<file path="config.mk">
export PLATFORM = sky130hd
export DESIGN_NAME = pe_kl_config_ctrl
export DESIGN_NICKNAME = d
export VERILOG_FILES = /design/src/rtl/pe_kl_config_ctrl.sv
export SDC_FILE = /design/constraint.sdc
export NUM_CORES = 1
export LEC_CHECK = 0
export CAP_MARGIN = 20
export CORE_MARGIN = 1
export CORE_UTILIZATION = 40
export CTS_BUF_LIST = sky130_fd_sc_hd__clkbuf_8
export DETAILED_ROUTE_END_ITERATION = 6
export DONT_BUFFER_PORTS = 1
export PLACE_DENSITY_LB_ADDON = 0.15
export SLEW_MARGIN = 10
export SYNTH_ARGS = -nofsm -noshare
export SYNTH_HDL_FRONTEND = slang
export SYNTH_SLANG_ARGS = --single-unit
</file>
<file path="constraint.sdc">
create_clock -name clk -period 2.2 [get_ports clk]
set_clock_uncertainty 0.1 [all_clocks]
set_input_delay 0.22 -clock clk [delete_from_list [all_inputs] [get_ports clk]]
set_output_delay 0.22 -clock clk [all_outputs]
set_load 0.05 [all_outputs]
</file>
<file path="src/rtl/pe_kl_config_ctrl.sv">
`default_nettype none
// pe_kl_config_ctrl: flush PE config, broadcast host key/lock entries with a fixed-width strobe,
// settle, then pulse done. Rev 1.0
module pe_kl_config_ctrl #(
  parameter int ROW_BUS_WIDTH = 2,
  parameter int COL_BUS_WIDTH = 2,
  parameter int FLUSH_CYCLES  = 4,
  parameter int HOLD_CYCLES   = 2,
  parameter int SETTLE_CYCLES = 10,
  parameter int MAX_ENTRIES   = 16
) (
  input  logic                             clk,
  input  logic                             rst,
  input  logic                             start,
  input  logic                             cmd_valid,
  output logic                             cmd_ready,
  input  logic [ROW_BUS_WIDTH-1:0]         cmd_row,
  input  logic [COL_BUS_WIDTH-1:0]         cmd_col,
  input  logic                             cmd_type,
  input  logic                             cmd_last,
  output logic                             kl_flush,
  output logic                             kl_valid,
  output logic [ROW_BUS_WIDTH-1:0]         kl_row,
  output logic [COL_BUS_WIDTH-1:0]         kl_col,
  output logic                             kl_type,
  output logic                             busy,
  output logic                             done,
  output logic [$clog2(MAX_ENTRIES+1)-1:0] entry_count,
  output logic                             err_overflow
);
  localparam logic [2:0] S_IDLE   = 3'd0;
  localparam logic [2:0] S_FLUSH  = 3'd1;
  localparam logic [2:0] S_LOAD   = 3'd2;
  localparam logic [2:0] S_SETTLE = 3'd3;
  localparam logic [2:0] S_DONE   = 3'd4;

  localparam int CNT_MAX = (FLUSH_CYCLES > SETTLE_CYCLES) ? FLUSH_CYCLES : SETTLE_CYCLES;
  localparam int CNT_W   = $clog2(CNT_MAX + 1);
  localparam int HOLD_W  = $clog2(HOLD_CYCLES + 1);
  localparam int EC_W    = $clog2(MAX_ENTRIES + 1);

  logic [2:0]               state_q, state_d;
  logic [CNT_W-1:0]         cnt_q, cnt_d;
  logic [HOLD_W-1:0]        hold_q, hold_d;
  logic                     final_q, final_d;
  logic                     kl_flush_q, kl_flush_d;
  logic                     kl_valid_q, kl_valid_d;
  logic [ROW_BUS_WIDTH-1:0] kl_row_q, kl_row_d;
  logic [COL_BUS_WIDTH-1:0] kl_col_q, kl_col_d;
  logic                     kl_type_q, kl_type_d;
  logic                     done_q, done_d;
  logic [EC_W-1:0]          count_q, count_d;
  logic                     err_q, err_d;
  logic                     xfer;

  assign cmd_ready = (state_q == S_LOAD) && (hold_q == '0);
  assign xfer      = cmd_valid && cmd_ready;
  assign busy      = (state_q != S_IDLE);

  always_comb begin
    state_d    = state_q;
    cnt_d      = cnt_q;
    hold_d     = hold_q;
    final_d    = final_q;
    kl_flush_d = 1'b0;
    kl_valid_d = 1'b0;
    kl_row_d   = kl_row_q;
    kl_col_d   = kl_col_q;
    kl_type_d  = kl_type_q;
    done_d     = 1'b0;
    count_d    = count_q;
    err_d      = err_q;
    case (state_q)
      S_IDLE: begin
        if (start) begin
          state_d    = S_FLUSH;
          cnt_d      = CNT_W'(FLUSH_CYCLES - 1);
          kl_flush_d = 1'b1;
          count_d    = '0;
          err_d      = 1'b0;
          final_d    = 1'b0;
        end
      end
      S_FLUSH: begin
        if (cnt_q == '0) begin
          state_d = S_LOAD;
        end else begin
          cnt_d      = cnt_q - 1'b1;
          kl_flush_d = 1'b1;
        end
      end
      S_LOAD: begin
        // hold_q counts down the strobe; reaching zero forces the idle gap cycle
        if (hold_q != '0) begin
          hold_d     = hold_q - 1'b1;
          kl_valid_d = (hold_q > HOLD_W'(1));
          if ((hold_q == HOLD_W'(1)) && final_q) begin
            state_d = S_SETTLE;
            cnt_d   = CNT_W'(SETTLE_CYCLES - 1);
          end
        end else if (xfer) begin
          hold_d     = HOLD_W'(HOLD_CYCLES);
          kl_valid_d = 1'b1;
          kl_row_d   = cmd_row;
          kl_col_d   = cmd_col;
          kl_type_d  = cmd_type;
          count_d    = count_q + 1'b1;
          if (count_q == EC_W'(MAX_ENTRIES - 1)) begin
            final_d = 1'b1;
            if (!cmd_last) err_d = 1'b1;
          end else if (cmd_last) begin
            final_d = 1'b1;
          end
        end
      end
      S_SETTLE: begin
        if (cnt_q == '0) begin
          state_d = S_DONE;
          done_d  = 1'b1;
        end else begin
          cnt_d = cnt_q - 1'b1;
        end
      end
      S_DONE:  state_d = S_IDLE;
      default: state_d = S_IDLE;
    endcase
  end

  always_ff @(posedge clk) begin
    if (rst) begin
      state_q    <= S_IDLE;
      cnt_q      <= '0;
      hold_q     <= '0;
      final_q    <= 1'b0;
      kl_flush_q <= 1'b0;
      kl_valid_q <= 1'b0;
      kl_row_q   <= '0;
      kl_col_q   <= '0;
      kl_type_q  <= 1'b0;
      done_q     <= 1'b0;
      count_q    <= '0;
      err_q      <= 1'b0;
    end else begin
      state_q    <= state_d;
      cnt_q      <= cnt_d;
      hold_q     <= hold_d;
      final_q    <= final_d;
      kl_flush_q <= kl_flush_d;
      kl_valid_q <= kl_valid_d;
      kl_row_q   <= kl_row_d;
      kl_col_q   <= kl_col_d;
      kl_type_q  <= kl_type_d;
      done_q     <= done_d;
      count_q    <= count_d;
      err_q      <= err_d;
    end
  end

  assign kl_flush     = kl_flush_q;
  assign kl_valid     = kl_valid_q;
  assign kl_row       = kl_row_q;
  assign kl_col       = kl_col_q;
  assign kl_type      = kl_type_q;
  assign done         = done_q;
  assign entry_count  = count_q;
  assign err_overflow = err_q;
endmodule
`default_nettype wire
</file>
# After elaboration in Yosys (flattened, before gate mapping)
# Cells that the tools add are included.
totals:
  romBits: 0
  latchBits: 0
  mem_count: 0
  elab_cells: 90
  ramBits: 0
  reg_bits: 24
  output_inout_bits: 16
classes:
  shifts: 0
  reduce_logical: 21
  mux: 34
  n_div: 0
  n_lt_le_gt_ge: 1
  eq_ne: 16
  n_addsub: 3
  bitwise_logic: 3
  mul: 0
ops:
  columns: ["cell", "n"]
  rows:
  - ["4-bit two-way mux", 4]
  - ["3-bit two-way mux", 5]
  - ["5-bit two-way mux", 3]
  - ["5-bit AND reduction", 3]
  - ["1-bit two-way mux", 14]
  - ["2-bit != test, second input constant", 7]
  - ["3-bit one-hot mux with 4 select lines", 1]
  - ["4-bit one-hot mux with 3 select lines", 1]
  - ["5-bit one-hot mux with 2 select lines", 1]
  - ["3-bit by 2-bit equality test with 1-bit output, second input constant", 2]
  - ["2-bit by 1-bit != test with 1-bit output, second input constant", 3]
  - ["1-bit one-hot mux with 2 select lines", 3]
  - ["6-bit AND reduction", 1]
  - ["2-bit nonzero test", 3]
  - ["3-bit nonzero test", 2]
  - ["2-bit OR reduction", 3]
  - ["5-bit by 1-bit adder with 5-bit output, second input constant", 1]
  - ["5-bit by 4-bit equality test with 1-bit output, second input constant", 1]
  - ["4-bit zero test", 1]
  - ["2-bit two-way mux", 2]
  - ["4-bit AND reduction", 1]
  - ["4-bit by 1-bit subtractor with 4-bit output, second input constant", 1]
  - ["3-bit by 1-bit equality test with 1-bit output, second input constant", 1]
  - ["1-bit logical AND", 3]
  - ["other kinds (9)", 11]

# Longest topological paths before layout
logic_depth:
  ltp_word: 6
  mapped_depth: 7
  depth_no_buf: 6

# Worst setup path before layout
# Ideal clock, no wire load.
synth_path:
  path_kind: "register to register"
  start: "reg count_q[0], in the netlist entry_count[0]"
  end: "reg count_q[4], in the netlist entry_count[4]"
  path_stages_with_launch: 6
  setup_time_ps: 70
  path_slack_ps: 248
  path_buffers: 0
  t_arrival_ps: 1782
  cell_sequence: "dfxtp_1 -> ha_1 -> and3_1 -> ha_1 -> or3_1 -> a21oi_1"
synth_via:
  elab_chain_cells: 4
synth_lines:
  columns: ["item", "line_no", "text"]
  rows:
  - ["start, declared", "52", "logic [EC_W-1:0] count_q, count_d;"]
  - ["start signal, assigned", "154", "count_q <= count_d;"]
  - ["5-bit by 1-bit adder with 5-bit output", "107", "count_d = count_q + 1'b1;"]
  - ["5-bit two-way mux", "101", "end else if (xfer) begin"]
  - ["5-bit two-way mux", "94", "if (hold_q != '0) begin"]
  - ["5-bit one-hot mux with 2 select lines", "73", "case (state_q)"]
# Every way passes these cells. The select of a mux whose other input is x is not followed.
# A chain may end at the register's enable or synchronous reset.

# Worst setup path after layout
layout_path:
  start: "reg hold_q[0]"
  end: "reg cnt_q[0]"
layout_via:
  elab_chain_cells: 4
  word_cells_on_any_way: 6
  classes_between: "eq/ne: 3; reduce/logical: 3"
layout_lines:
  columns: ["item", "line_no", "text"]
  rows:
  - ["start, declared", "44", "logic [HOLD_W-1:0] hold_q, hold_d;"]
  - ["start signal, assigned", "146", "hold_q <= hold_d;"]
  - ["2-bit by 1-bit equality test with 1-bit output", "97", "if ((hold_q == HOLD_W'(1)) && final_q) begin"]
  - ["1-bit logical AND", "97", null]
  - ["2-bit by 1-bit != test with 1-bit output (no line)", null, null]
  - ["5-bit AND reduction (no line) *", null, null]
  - ["end signal, assigned", "145", "cnt_q <= cnt_d;"]
  - ["end, declared", "43", "logic [CNT_W-1:0] cnt_q, cnt_d;"]
# Every way passes the cells marked *; elsewhere a longest branch is shown, timed or not.

==> summary.txt <==
Floorplanning
  – CORE AREA: approximately 2700 um2
  – I/O pin count: 26
  – Initial Utilization: a little over two fifths
  – Die height: between 50 and 60 um
  – Chip Width: 55.65 um
  – # rows: 19
  – Total Die Area: about 3100 um2

Clock tree
  – # resized after CTS: 0
  – CTS tree: yes
  – Max Root-Sink Buffers: 2
  – CTS Root Cell: clkbuf_8
  – H-tree levels: 1
  – Cts bufs inserted: 3
  – Clock-pin slew on the worst setup and hold paths: approximately 0.08 ns
  – Worst skew pair latency: around 0.26 ns
  – CTS Sinks: 24
  – Post-CTS setup buffer count: 0

Route
  – Drt pass-1 iters: 4
  – Post-Route WL: 2.212 mm
  – ANT nets after route: 0
  – DRC Markers: 0
  – Vias: 896
  – Drt initial violations: 13
  – Post-DR vias/cell: about 5.5
  – DR WL/cell: between 10 and 15 um

Worst setup path
  – R2R setup slack: ~0.25 ns
  – RR Endpoint: cnt_q[0]
  – CP Launch Point: hold_q[0]
  – Crit Path Max Fanout: 7
  – Crit start category: flop
  – WP data required: 2.28 ns
  – Arr. time, crit path: 2.02 ns
  – R2R cell count: 6
  – Reg2Reg Launch Point: hold_q[0]
  – CP Capture Type: flop
  – Critical path class: flop to flop

Finish
  – Number of nets in the layout: around 150
  – # fillers: 262
  – Reg area: ~480 um2
  – Synth-to-layout area growth: 11.09%
  – Antenna Diode Count: 0
  – Area of the multi-input gates: between 600 and 700 um2
  – Share of post-route cells with drive strength above 1: 12.88%

GRT
  – Gr usage total: between 15 and 20%
  – First-pass GRT wire length: 3.795 mm
  – Initial antenna violation count: 0
  – Maximum number of pins on one net before global-route repair: 21
  – Number of global-route vias before repair: ~820
  – Global route overflow: 0

Power
  – Maximum vdd drop: ~0.38 mV
  – Total power: roughly 1.0 mW
  – Pwr/cell area: between 800 and 900 nW/um2
  – Lkg Pwr: between 0.4 and 0.5 nW

Job
  – Max-cap violations: 0

Logic synthesis
  – Dominant cells by area after synthesis: dfxtp_1 (42%), ha_1 (7.6%), mux2i_1 (7.0%)
  – Post-synthesis sequential area ratio: between 40% and 50%
  – Share of the synthesized area in the top cell type: roughly two fifths
  – Area leader, netlist: dfxtp_1
  – Mapped cell area: between 1000 and 1500 um2
  – Synthesized net count: between 100 and 150
  – EDFF count, synth: 0
  – Yosys reg bits: 24
  – Yosys warnings: 0
  – Synth unique cells: 36
  – Cells after Synth: approximately 130
  – Syn_area_per_cell: slightly above 9 um2
  – Post-synth ARST share: 0%
  – Synth Flop Type: dfxtp_1

Timing
  – Final period util: about nine tenths
  – Setup TNS: 0 ns
  – Clock period minus worst slack: slightly below 2 ns
  – Slew Viols, Final: 0
  – Worst slew pin tran: around 0.74 ns
  – Hold Fails Final Rpt: 0
  – FMAX: between 500 and 600 MHz
  – RSZ-0062 raised after global routing: false
  – Final setup viols: 0
  – Slew headroom: roughly half

Run status
  – Status: finished clean

Placed design
  – DPL Wire Length: approximately 1.6 mm
  – Port bufs: 0
  – Routability cong.: 0.6967

Min path
  – Worst Hold Class: input port to flop
  – Hold Path Depth: 2
  – Hold wc startpoint: cmd_col[0]
  – WHS Endpoint: kl_col[0]
[worst max path at each step]
stage                     endpoint  slack [ns]  depth (start not counted)
global placement          cnt_q[1]        0.36                          6
global route               final_q        0.09                          6
finish                    cnt_q[0]        0.25                          6
floorplan           entry_count[4]        0.25                          5
detailed placement        cnt_q[0]        0.25                          6
CTS                       cnt_q[0]        0.25                          6
[cell families after synthesis]
group | Yosys count | share of synthesized area (%)
and+or+nand+nor | 45 | 21.20
DFF | 24 | 41.74
AOI/OAI and AO/OA | 23 | 13.91
xor gates and xnor gates | 2 | 1.522
buffers and inverters | 16 | 6.086
adders and majority gates | 7 | 7.608
muxes | 9 | 7.935
[final cells by class]
cell class	instances	share of cell area [%]
inverters	8	2.348
repair buffers	11	6.849
clock buffers	3	3.229
well taps	31	3.033
multi-input cells	86	46.97
flip-flops and latches	24	37.57
[registers in the layout, summed over array words and instances (netlist names)]
| register | flops |
|---|---|
| entry_count | 5 |
| cnt_q | 4 |
| state_q | 3 |
| hold_q | 2 |
| kl_col | 2 |
| kl_row | 2 |
| done | 1 |
| err_overflow | 1 |
| final_q | 1 |
| kl_flush | 1 |
| kl_type | 1 |
| kl_valid | 1 |
[worst max-delay path: stages (launching register included)]
cell	delay [ns]
dfxtp_1	0.36
inv_1	0.07
ha_1	0.27
nand4b_1	0.22
and3b_1	0.24
or3_1	0.36
a211oi_1	0.24
[routing by layer]
layer,up-vias,track usage (%),wire [um]
met5,-,0,0
met4,0,7.500,38
met3,4,3.488,91
met2,16,23.92,993
met1,418,20.94,1089
li1,458,-,-
[cell usage in the layout (no fill, tap or decap), types with 3 or more instances in the layout]
cell type,n
mux2i_1,8
nor3_1,5
nand2_1,4
nand3_1,3
inv_1,8
and3_1,4
clkbuf_8,3
a211oi_1,4
a21oi_1,4
o21ai_0,5
dfxtp_1,24
buf_4,9
nor2_1,13
ha_1,7
or3_1,3
[timing repair]
item                       in CTS  in global routing
setup endpoints to repair       0                  0
hold buffers                    2                  0
hold endpoints to repair       20                  0
[stage by stage]
stage | cell area, um2 | std cells | hold slack [ns] | util [%] | setup WS, ns
floorplan | 1151 | 126 | 0.2672 | - | 0.2480
global placement | 1217 | 158 | 0.1939 | 44.53 | 0.3604
detailed placement | 1217 | 158 | 0.1941 | 44.53 | 0.2500
CTS | 1279 | 163 | 0.004538 | 46.77 | 0.2485
global route | 1279 | 163 | 0.006942 | 46.77 | 0.09154
finish | 1279 | 163 | 0.006807 | 46.77 | 0.2547
[Yosys cell counts, types with 2 or more instances]
library cell  count
nand2_1           4
a31oi_1           2
a211oi_1          4
clkbuf_1          4
ha_1              7
buf_2             2
a211o_1           2
o21ai_0           5
nand3_1           3
and3_1            4
and2_1            2
mux2i_1           8
a21oi_1           4
nor3b_1           2
nor3_1            5
or3_1             3
xnor2_1           2
inv_1             8
nand2b_1          2
dfxtp_1          24
nor2_1           13
buf_4             2
[report_power, final]
group / leakage, nW / internal, mW / switching [mW]
registers: 0.195 / 0.467 / 0.0550
clock network: 0.0216 / 0.122 / 0.133
logic: 0.272 / 0.102 / 0.154
total: 0.489 / 0.692 / 0.342
Note: power is estimated with default switching activity, not from simulation.
